`config.mk`:
```
export PLATFORM = sky130hd
export DESIGN_NAME = mp_add_ctrl
export DESIGN_NICKNAME = d
export VERILOG_FILES = /design/src/rtl/mp_add_ctrl_pkg.sv /design/src/rtl/full_adder_64bit.sv /design/src/rtl/mp_add_ctrl.sv
export SDC_FILE = /design/constraint.sdc
export NUM_CORES = 1
export LEC_CHECK = 0
export BUFFER_PORTS_ARGS = -buffer_cell sky130_fd_sc_hd__buf_4
export CORE_AREA = 2 2 299 301
export CTS_CLUSTER_DIAMETER = 60
export DETAILED_ROUTE_END_ITERATION = 10
export DIE_AREA = 0 0 301 303
export PLACE_DENSITY_LB_ADDON = 0.05
export SLEW_MARGIN = 30
export SYNTH_ARGS = -nofsm -noshare
export SYNTH_HDL_FRONTEND = slang
export SYNTH_SLANG_ARGS = --single-unit
```
`constraint.sdc`:
```
create_clock -name clock -period 20.4 [get_ports clock]
set_input_delay 4.08 -clock clock [delete_from_list [all_inputs] [get_ports clock]]
set_output_delay 4.08 -clock clock [all_outputs]
set_load 0.01 [all_outputs]
```
`src/rtl/mp_add_ctrl_pkg.sv`:
```
// Shared constants and FSM state type for the word-serial multi-precision adder.
// Used by mp_add_ctrl (optional MP_ADD_CTRL_OVERFLOW_EN) and full_adder_64bit.
package mp_add_ctrl_pkg;

  localparam int WORD_W    = 64;
  localparam int MAX_WORDS = 8;

  typedef enum logic [1:0] {
    ST_IDLE = 2'd0,
    ST_RUN  = 2'd1,
    ST_DONE = 2'd2
  } state_e;

  // Index register width; a single-word build still needs one bit.
  function automatic int idx_width(input int n);
    return (n > 1) ? $clog2(n) : 1;
  endfunction

endpackage

```
`src/rtl/full_adder_64bit.sv`:
```
// Single 64-bit adder with carry-in and carry-out.
// The controller time-multiplexes this one instance across all operand words.
module full_adder_64bit
  import mp_add_ctrl_pkg::*;
(
  input  logic [WORD_W-1:0] a_i,
  input  logic [WORD_W-1:0] b_i,
  input  logic              c_i,
  output logic [WORD_W-1:0] sum_o,
  output logic              c_o
);

  assign {c_o, sum_o} = {1'b0, a_i} + {1'b0, b_i} + {{WORD_W{1'b0}}, c_i};

endmodule

```
`src/rtl/mp_add_ctrl.sv`:
```
// Word-serial add/subtract controller: one 64-bit word per RUN cycle, LSW first.
// Define MP_ADD_CTRL_OVERFLOW_EN to add the resp_overflow (signed overflow) output.
//
// state   | meaning
// IDLE    | req_ready high, waiting for a request
// RUN     | one word per cycle through the shared adder
// DONE    | result held; resp_valid from the second DONE cycle until taken
module mp_add_ctrl
  import mp_add_ctrl_pkg::*;
#(
  parameter int WORDS = 4
)
(
  input  logic                    clock,
  input  logic                    reset,
  input  logic                    req_valid,
  output logic                    req_ready,
  input  logic                    req_sub,
  input  logic [WORD_W*WORDS-1:0] req_a,
  input  logic [WORD_W*WORDS-1:0] req_b,
  output logic                    resp_valid,
  input  logic                    resp_ready,
  output logic [WORD_W*WORDS-1:0] resp_sum,
  output logic                    resp_carry,
  output logic                    busy
`ifdef MP_ADD_CTRL_OVERFLOW_EN
  ,
  output logic                    resp_overflow
`endif
);

  localparam int OP_W  = WORD_W * WORDS;
  localparam int IDX_W = idx_width(WORDS);
  localparam logic [IDX_W-1:0] LAST_IDX = IDX_W'(WORDS - 1);

  state_e            state_q, state_d;
  logic [IDX_W-1:0]  idx_q, idx_d;
  logic              carry_q, carry_d;
  logic              valid_q, valid_d;
  logic [OP_W-1:0]   a_q, b_q;
  logic [OP_W-1:0]   sum_q;
  logic              load, step, step_last;

  logic [WORD_W-1:0] a_word, b_word, add_sum;
  logic              add_cout;

  always_comb begin
    a_word = '0;
    b_word = '0;
    for (int i = 0; i < WORDS; i++) begin
      if (idx_q == IDX_W'(i)) begin
        a_word = a_q[i*WORD_W +: WORD_W];
        b_word = b_q[i*WORD_W +: WORD_W];
      end
    end
  end

  full_adder_64bit u_adder (
    .a_i   (a_word),
    .b_i   (b_word),
    .c_i   (carry_q),
    .sum_o (add_sum),
    .c_o   (add_cout)
  );

  always_comb begin
    state_d = state_q;
    idx_d   = idx_q;
    carry_d = carry_q;
    valid_d = valid_q;
    load    = 1'b0;
    step    = 1'b0;
    unique case (state_q)
      ST_IDLE: begin
        if (req_valid) begin
          load    = 1'b1;
          carry_d = req_sub;
          idx_d   = '0;
          state_d = ST_RUN;
        end
      end
      ST_RUN: begin
        step    = 1'b1;
        carry_d = add_cout;
        if (idx_q == LAST_IDX) begin
          idx_d   = '0;
          state_d = ST_DONE;
        end else begin
          idx_d = idx_q + IDX_W'(1);
        end
      end
      ST_DONE: begin
        // First DONE cycle only settles the full-width result before presenting it.
        if (!valid_q) begin
          valid_d = 1'b1;
        end else if (resp_ready) begin
          valid_d = 1'b0;
          state_d = ST_IDLE;
        end
      end
      default: begin
        state_d = ST_IDLE;
        valid_d = 1'b0;
      end
    endcase
  end

  assign step_last = step && (idx_q == LAST_IDX);

  always_ff @(posedge clock) begin
    if (reset) begin
      state_q <= ST_IDLE;
      idx_q   <= '0;
      carry_q <= 1'b0;
      valid_q <= 1'b0;
      sum_q   <= '0;
    end else begin
      state_q <= state_d;
      idx_q   <= idx_d;
      carry_q <= carry_d;
      valid_q <= valid_d;
      if (step) begin
        for (int i = 0; i < WORDS; i++) begin
          if (idx_q == IDX_W'(i)) begin
            sum_q[i*WORD_W +: WORD_W] <= add_sum;
          end
        end
      end
    end
  end

  // Operands need no reset: they are always loaded before being consumed.
  always_ff @(posedge clock) begin
    if (load) begin
      a_q <= req_a;
      b_q <= req_sub ? ~req_b : req_b;
    end
  end

`ifdef MP_ADD_CTRL_OVERFLOW_EN
  logic ovf_q;

  always_ff @(posedge clock) begin
    if (reset) begin
      ovf_q <= 1'b0;
    end else if (step_last) begin
      ovf_q <= (a_word[WORD_W-1] == b_word[WORD_W-1]) &&
               (add_sum[WORD_W-1] != a_word[WORD_W-1]);
    end
  end

  assign resp_overflow = ovf_q;
`else
  logic unused_step_last;
  assign unused_step_last = step_last;
`endif

  assign req_ready  = (state_q == ST_IDLE);
  assign busy       = (state_q != ST_IDLE);
  assign resp_valid = valid_q;
  assign resp_sum   = sum_q;
  assign resp_carry = carry_q;

endmodule

```
==> results of run 1 <==
-- placed cells by master, fill, tap and decap left out, drive strengths merged, types with 13 or more instances in the layout --
master	synthesis	routed
or3	18	18
o21ai	205	205
xnor2	23	23
ha	67	67
and3	16	16
dfxtp	262	262
nor2	366	366
o211ai	26	26
edfxtp	512	512
a21o	32	32
nand3	121	121
a31oi	31	31
buf	39	808
nor3	40	40
inv	23	31
o21bai	14	14
xor2	273	273
nor2b	13	13
a21oi	504	504
nand4	18	18
a211oi	30	30
clkinv	0	31
nand2	645	645
clkbuf	205	124
-- layout make-up --
class	count	area [um2]	share of cell area
diodes	6	15.0	0.000330
clock buffers	124	2570	0.0564
clock inverters	46	437	0.00960
inverters	23	86.3	0.00190
multi-input cells	2559	14100	0.311
flip-flops and latches	774	20600	0.453
well taps	1165	1460	0.0320
repair buffers	808	6180	0.136
-- synth_stat cells (3+ instances only) --
library cell / count
and3_1: 16
nand3_1: 121
o21ai_1: 7
dfxtp_1: 262
nor2_1: 366
a311o_1: 4
nand4b_1: 5
or2_2: 3
buf_1: 37
o211ai_2: 6
a21oi_1: 504
a211o_1: 4
ha_1: 67
a21o_1: 32
a2111o_1: 4
inv_1: 23
o211a_1: 3
nor2b_1: 13
o21bai_1: 14
a32oi_1: 8
o21a_1: 10
xnor2_1: 23
mux2i_1: 6
a221oi_1: 3
clkbuf_1: 205
nand4_1: 18
nor3_1: 40
nor4_1: 4
o21ai_0: 198
nand2b_1: 10
or3_1: 18
a211oi_1: 29
xor2_1: 273
o211ai_1: 20
and2_1: 9
nand2_1: 645
a31oi_1: 31
o311ai_0: 8
edfxtp_1: 512
-- through the flow --
stage               total power (W)  instance area, um2  cells  setup WS [ns]
finish                      0.00447               45500   5505          13.90
global placement            0.00286               42400   5326          13.67
CTS                         0.00449               45400   5497          13.78
global route                0.00464               45500   5504          13.47
detailed placement          0.00286               42400   5327          13.66
floorplan                   0.00243               35700   3600           3.03
-- where the power goes --
part / leakage (nW) / switching (W) / internal, W
clock network: 1.47 / 0.000681 / 0.000942
registers: 7.00 / 0.0000362 / 0.00179
logic: 9.67 / 0.000690 / 0.000327
-- state kept, by name (all words and copies together) (netlist names) --
signal,cells
a_q,256
b_q,256
idx_q,2
resp_carry,1
resp_sum,256
resp_valid,1
state_q,2
-- worst register-to-register path, cell delays in order (launching register included) --
cell	delay, ns
dfxtp_1	0.37
inv_1	0.17
ha_4	0.29
buf_4	0.57
buf_12	0.63
nor2_1	0.26
a21oi_1	0.15
nor2_1	0.05
a21oi_1	0.15
nor2_1	0.05
a21oi_1	0.22
fa_1	0.34
inv_1	0.10
fa_1	0.47
a21o_1	0.20
nand4_1	0.14
a211o_1	0.27
a211oi_1	0.15
o211a_1	0.31
or2_2	0.39
a21oi_1	0.20
xor2_1	0.70
o21ai_0	0.20
-- per-layer routing --
layer,track usage,wire length (um),up-vias
met2,0.436,60400,1069
met4,0.0718,3170,16
met3,0.0504,8940,178
li1,-,-,14000
met5,0,107,-
met1,0.375,55600,13900
-- worst max-delay path by stage --
stage               cells past startpoint       from       endpoint
finish                                 22   idx_q[1]   resp_sum[96]
global placement                        6      reset  resp_sum[108]
detailed placement                      6      reset  resp_sum[108]
global route                           22   idx_q[1]   resp_sum[96]
floorplan                               3  req_valid     resp_carry
CTS                                    22   idx_q[1]   resp_sum[96]
-- cell families (layout without fill, tap and decap cells) --
family	count (synthesis)	in the layout	synth area share
AO/OA/AOI/OAI	910	910	0.146
XOR/XNOR	296	296	0.0727
adder cells (fa/ha/maj)	69	69	0.0246
buffers and inverters	267	1001	0.0282
flip-flops	774	774	0.578
multiplexers	6	6	0.00168
other	0	6	0
AND/OR/NAND/NOR	1278	1278	0.148
==> reports/metrics.cfg, run 1 <==
[logic_synthesis]
ys_types=68
synth_warnings=0
synth-edff-count=512
synth.area.top_cells=edfxtp_1 (43%), dfxtp_1 (15%), a21oi_1 (7.1%)
postSynthAreaPerCell_um2=9.91
ys_ff_latch=774
syn_inst=3600
synth.cell_area_um2=35700
async_flop_share=0
seq_area_frac_synth=0.578
synth_top_cell_area_share=0.431
synth_top_flop_cell=edfxtp_1
synth_top_area_cell=edfxtp_1
syn-num-nets=4186

[clock_network]
postCtsSetupBuffers=0
ctsHoldBuffers=0
ctsResizeCount=0
cts_root_buf=clkbuf_16
clk_pin_slew_ns=0.06
cts.sinks=774
cts_buffers=91
htreeDepth=3
cts_buffer_depth=3
cts_tree=built
clock_latency_ns=0.65

[detailed_routing]
drc=0
avgViaCountPerCell=5.30
routed_wl_um=128000
vias=29200
first_iter_violations=2434
first_pass_iters=5
wl_per_cell_um=23.3
antenna_left=0

[placed_design]
io_buffers=776
dpl.hpwl_um=94300
place_congestion=0.894

[setup_path]
cp.required_ns=20.90
reg2reg_to=resp_sum[96]
critPathCaptureType=flip-flop
cpMostUsedCell=a21oi_1
crit_path_max_incr_delay_ns=0.70
crit_type=reg -> reg
cp_slowest_cell=xor2_1
path_cells=inv_1 > ha_4 > buf_4 > buf_12 > nor2_1 > a21oi_1 > nor2_1 > a21oi_1 > nor2_1 > a21oi_1 > fa_1 > inv_1 > fa_1 > a21o_1 > nand4_1 > a211o_1 > a211oi_1 > o211a_1 > or2_2 > a21oi_1 > xor2_1 > o21ai_0
crit_path_max_fanout=188
r2r-start=idx_q[1]
reg2reg_slack_ns=13.90
worst_r2r_path_depth=22
critical_path_arrival_ns=7.00
cp_top_family=compound AO/OA/AOI/OAI gates
critPathBufInv=4
crit_path_start_kind=flip-flop

[finish]
drive_gt1_frac=0.228
syn2layout_area_growth_pct=27.5
finish.utilization=0.517
fillers=8295
num-nets-final=4843

[timing]
rsz0062_at_grt=no
holdWs_ns=0.454
skew_ns=0.0291
min_period_ns=6.50
final.setup.tns_ns=0
final.period_utilization=0.319
slew_viol_final=0
max_freq_mhz=154
relSlewSlack=0.307
finalSetupViolations=0
worst_pin_slew_ns=1.03
hold_viol_final=0

[power]
p_leak_nw=18.1
peakVddDrop_mv=0.0636
power_density_nw_per_um2=98.2

[floorplan]
dieArea_um2=91200
initial_core_util=0.406
rows=109
fp.dieW_um=301
core_area_um2=88000
num_io_pins=777
die_y_um=303

[min_path]
holdPathStages=2
min_from=resp_sum[162]
hold_end=resp_sum[162]
hold_class=reg -> reg

[global_route]
grt_pass1_wl_um=182000
track_usage=0.271
grt_pass1_vias=27300
grt_start_max_net_pins=189
antenna_found_initial=15
grt.overflow.total=0

[run_status]
status=finished clean

[run]
drv_cap=0

Note: power is estimated with default switching activity, not from simulation.
==> inputs of run 2 (changes only) <==
--- a/config.mk
+++ b/config.mk
@@ -6,10 +6,10 @@
 export NUM_CORES = 1
 export LEC_CHECK = 0
 export BUFFER_PORTS_ARGS = -buffer_cell sky130_fd_sc_hd__buf_4
-export CORE_AREA = 2 2 299 301
+export CORE_AREA = 2 2 304 306
 export CTS_CLUSTER_DIAMETER = 60
 export DETAILED_ROUTE_END_ITERATION = 10
-export DIE_AREA = 0 0 301 303
+export DIE_AREA = 0 0 306 308
 export PLACE_DENSITY_LB_ADDON = 0.05
 export SLEW_MARGIN = 30
 export SYNTH_ARGS = -nofsm -noshare
==> constraint.sdc (replaced) <==
create_clock -name clock -period 5.3 [get_ports clock]
set_input_delay 1.06 -clock clock [delete_from_list [all_inputs] [get_ports clock]]
set_output_delay 1.06 -clock clock [all_outputs]
set_load 0.01 [all_outputs]
==> run 2 against run 1 <==
Net effect: hold slack lost 0.0028 ns; global-route usage down 0.62 points; via count is 1.1% higher; clock power increased to 3.7 times the previous value; clock-buffer cell count shrank 2; critical path depth is 2 lower; utilization decreased by 0.76 points; combinational power rose to 4.2 times the previous value; final area up 1.9%; routed wire length up 0.81%.
==> reports/metrics.cfg, run 2 (synthesis results as in run 1) <==
[run_status]
status=finished clean

[clock_network]
clock_latency_ns=0.67
htreeDepth=3
cts_buffer_depth=3
cts_tree=built
cts_buffers=91
cts.sinks=774
postCtsSetupBuffers=0
clk_pin_slew_ns=0.06
ctsHoldBuffers=0
cts_root_buf=clkbuf_16
ctsResizeCount=0

[power]
p_leak_nw=18.7
power_density_nw_per_um2=374
peakVddDrop_mv=0.243

[floorplan]
num_io_pins=777
dieArea_um2=94200
initial_core_util=0.392
die_y_um=308
rows=111
fp.dieW_um=306
core_area_um2=91000

[timing]
hold_viol_final=0
layout_setup_ws_ns=0.314
holdWs_ns=0.451
min_period_ns=4.99
max_freq_mhz=201
slew_viol_final=0
final.period_utilization=0.941
relSlewSlack=0.333
worst_pin_slew_ns=0.994
finalSetupViolations=0
rsz0062_at_grt=no
skew_ns=0.0216

[detailed_routing]
routed_wl_um=129000
first_iter_violations=2503
avgViaCountPerCell=5.23
met1_length_um=57400
wl_per_cell_um=22.9
top_layer_used=met5
first_pass_iters=5
antenna_left=0
drc=0
dr_wl_met2_um=60400
wl_met3_um=8220
vias=29500

[finish]
instances_no_fill=5642
drive_gt1_frac=0.244
finish.utilization=0.510
final_cell_mix=buf_4 (905), nand2_1 (641), edfxtp_1 (512)
syn2layout_area_growth_pct=30.0
num-nets-final=4961
layout_commonest_cell=buf_4

[setup_path]
crit_path_max_incr_delay_ns=0.58
cp_slowest_cell=o21ai_0
path_cells=inv_1 > ha_4 > buf_12 > nand2_1 > nor2_1 > a21oi_1 > nor2_1 > a21oi_1 > o21ai_0 > ha_1 > a21oi_1 > o21ai_0 > a21oi_1 > a211oi_1 > o211a_1 > or2_2 > a41oi_1 > xor2_1 > buf_4 > o21ai_0
reg2reg_to=resp_sum[244]
worst_r2r_path_depth=20
r2r-start=idx_q[0]
cp.required_ns=5.83
cp_top_family=compound AO/OA/AOI/OAI gates
critPathBufInv=3
crit_path_max_fanout=45
reg2reg_slack_ns=0.31
crit_type=reg -> reg
critPathCaptureType=flip-flop
critical_path_arrival_ns=5.52
cpMostUsedCell=a21oi_1
crit_path_start_kind=flip-flop

[min_path]
hold_class=reg -> reg
min_from=resp_sum[84]
holdPathStages=2
hold_end=resp_sum[84]

[placed_design]
dpl.hpwl_um=95600
place_ws_ns=0.217
io_buffers=776
place_congestion=0.903
dp_cells=5468

[global_route]
grt_pass1_vias=27600
grt_pass1_wl_um=184000
grt.overflow.total=0
track_usage=0.264
antenna_found_initial=17
grt_start_max_net_pins=100

[run]
drv_cap=0

[run 2: worst min-delay path, delay by kind of cell, from the launching register on]
kind / cells / cell delay, ns
flops: 1 / 0.31
simple gates: 1 / 0.05
compound gates: 1 / 0.05
[run 2: report_power, final]
| group | leakage, nW | switching [W] | internal, W |
|---|---|---|---|
| logic | 10.3 | 0.00275 | 0.00156 |
| clock network | 1.38 | 0.00251 | 0.00349 |
| registers | 7.00 | 0.000141 | 0.00689 |
| total | 18.7 | 0.00540 | 0.0119 |
[run 2: final cells by class]
class,instances,area (um2)
diodes,14,35.0
clock buffers,122,2500
clock inverters,38,312
fillers,8536,44600
inverters,23,86.3
multi-input cells,2559,14100
flip-flops and latches,774,20600
well taps,1186,1480
repair buffers,926,7190
[run 2: worst max path at each step]
stage | cells past startpoint | end | start
final | 20 | resp_sum[244] | idx_q[0]
after global routing | 21 | resp_sum[118] | idx_q[0]
after CTS | 21 | resp_sum[118] | idx_q[0]
after detailed placement | 20 | resp_sum[37] | idx_q[1]
after global placement | 20 | resp_sum[37] | idx_q[1]
after floorplan | 3 | resp_carry | req_valid
[run 2: metal layers]
layer,vias up,GRT usage
met1,14000,0.365
li1,14300,-
met2,1024,0.424
met5,-,0
met3,163,0.0493
met4,2,0.0766
[run 2: metrics by stage]
| stage | TNS (ns) | total power, W | instance area, um2 |
|---|---|---|---|
| floorplan | -0.0393 | 0.00927 | 35700 |
| global placement | 0 | 0.0114 | 43500 |
| detailed placement | 0 | 0.0114 | 43500 |
| CTS | 0 | 0.0174 | 46300 |
| global route | 0 | 0.0181 | 46400 |
| finish | 0 | 0.0173 | 46400 |
==> inputs of run 3 (changes only) <==
--- a/config.mk
+++ b/config.mk
@@ -6,10 +6,10 @@
 export NUM_CORES = 1
 export LEC_CHECK = 0
 export BUFFER_PORTS_ARGS = -buffer_cell sky130_fd_sc_hd__buf_4
-export CORE_AREA = 2 2 304 306
+export CORE_AREA = 3 3 305 307
 export CTS_CLUSTER_DIAMETER = 60
 export DETAILED_ROUTE_END_ITERATION = 10
-export DIE_AREA = 0 0 306 308
+export DIE_AREA = 0 0 308 310
 export PLACE_DENSITY_LB_ADDON = 0.05
 export SLEW_MARGIN = 30
 export SYNTH_ARGS = -nofsm -noshare
==> run 3 against run 2 <==
Net effect: clock power increased by 2%; die area grew 1.3%; hold slack better by 0.0022 ns; final area rose by 0.20%; sequential share of layout area shrank 0.089 points; critical endpoint is now resp_sum[112]; sequential power about the same; register-to-register slack about the same; combinational power is 2% lower.
==> reports/metrics.cfg, run 3 (synthesis results as in run 1) <==
[finish]
syn2layout_area_growth_pct=30.2
final_cell_mix=buf_4 (896), nand2_1 (641), edfxtp_1 (512)
layout_commonest_cell=buf_4
num-nets-final=4953
drive_gt1_frac=0.245
finish.utilization=0.515

[timing]
hold_viol_final=0
rsz0062_at_grt=no
max_freq_mhz=201
finalSetupViolations=0
layout_setup_ws_ns=0.328
min_period_ns=4.97
relSlewSlack=0.335
final.setup.tns_ns=0
final.period_utilization=0.938
worst_pin_slew_ns=0.991
skew_ns=0.0301
slew_viol_final=0

[detailed_routing]
routed_wl_um=132000
met1_length_um=56500
wl_met3_um=10200
top_layer_used=met5
first_pass_iters=5
dr_wl_met2_um=61600
vias=29500
first_iter_violations=2661
wl_per_cell_um=23.5
antenna_left=0
avgViaCountPerCell=5.24
drc=0

[floorplan]
rows=110
initial_core_util=0.395
fp.dieW_um=308
core_area_um2=90300
die_y_um=310
num_io_pins=777
dieArea_um2=95500

[setup_path]
critical_path_arrival_ns=5.51
reg2reg_slack_ns=0.33
crit_path_start_kind=flip-flop
cp.required_ns=5.83
crit_path_max_fanout=53
critPathCaptureType=flip-flop
r2r-start=idx_q[1]
crit_type=reg -> reg
worst_r2r_path_depth=22
reg2reg_to=resp_sum[112]

[power]
clock_power_share=0.353
switching_share=0.315
internal_power_w=0.0119
comb_power_share=0.242
p_leak_nw=18.7
peakVddDrop_mv=0.267
power_switching_w=0.00547
power_density_nw_per_um2=374
seqPwrFrac=0.405

[run_status]
status=finished clean

[global_route]
antenna_found_initial=18
track_usage=0.266
grt_pass1_vias=28200
grt_start_max_net_pins=93
grt_pass1_wl_um=188000
grt.overflow.total=0

[clock_network]
ctsHoldBuffers=0
clk_pin_slew_ns=0.06
cts_tree=built
cts_buffer_depth=3
cts_buffers=91
clock_latency_ns=0.66
cts.sinks=774
htreeDepth=3
cts_root_buf=clkbuf_16

[min_path]
hold_class=reg -> reg
holdPathStages=2
min_from=resp_sum[239]
hold_end=resp_sum[239]

[placed_design]
io_buffers=776
dpl.hpwl_um=100000
place_ws_ns=0.0708
place_congestion=0.897

[run]
drv_cap=0

[run 3: how the worst max path moves through the flow]
stage / start / to / slack [ns]
final: idx_q[1] / resp_sum[112] / 0.33
after global routing: idx_q[1] / resp_sum[176] / 0.05
after CTS: idx_q[0] / resp_sum[160] / 0.03
after detailed placement: idx_q[0] / resp_sum[96] / 0.07
after global placement: idx_q[0] / resp_sum[160] / 0.16
after floorplan: req_valid / resp_carry / -0.04
[run 3: routing by layer]
| metal | global-route usage | up-vias |
|---|---|---|
| met2 | 0.429 | 1043 |
| li1 | - | 14200 |
| met3 | 0.0672 | 180 |
| met1 | 0.355 | 14000 |
| met5 | 0 | - |
| met4 | 0.0808 | 16 |
[run 3: timing repair]
action,in CTS,in global routing
gates resized for setup,0,8
setup endpoints to repair,0,68
buffers inserted,0,6
hold endpoints to repair,0,0
[run 3: area by class of cell]
cell class              count  area (um2)
fillers                  8349       43800
flip-flops and latches    774       20600
multi-input cells        2559       14200
repair buffers            918        7160
clock buffers             119        2510
well taps                1176        1470
clock inverters            49         407
inverters                  23        86.3
diodes                     11        27.5
[run 3: per-stage QoR]
step                      power, W  cells  cell area (um2)  hold WS, ns
after floorplan            0.00927   3600            35700        0.481
after global placement      0.0113   5443            43400        0.443
after detailed placement    0.0113   5444            43400        0.447
after CTS                   0.0174   5612            46300        0.455
after global routing        0.0181   5621            46400        0.471
final                       0.0174   5629            46500        0.454
[run 3: power by group through the flow]
stage	clock [W]	sequential, W	combinational (W)
after global placement	0	0.00716	0.00411
after detailed placement	0	0.00716	0.00412
after CTS	0.00625	0.00704	0.00414
after floorplan	0	0.00720	0.00207
final	0.00613	0.00704	0.00421
after global routing	0.00650	0.00707	0.00454
[run 3: critical path: stages (launching register included)]
cell	delay, ns
dfxtp_1	0.37
inv_1	0.17
ha_4	0.22
buf_12	0.24
nor2_1	0.08
a21oi_1	0.12
nor2_1	0.05
a21oi_1	0.12
nor2_1	0.05
a21oi_1	0.24
fa_2	0.32
inv_1	0.08
fa_1	0.46
a21o_1	0.19
nand4_1	0.14
a211o_1	0.25
a211oi_1	0.13
o211a_1	0.30
or2_2	0.37
a21oi_1	0.28
xor2_1	0.37
buf_4	0.22
o21ai_0	0.09
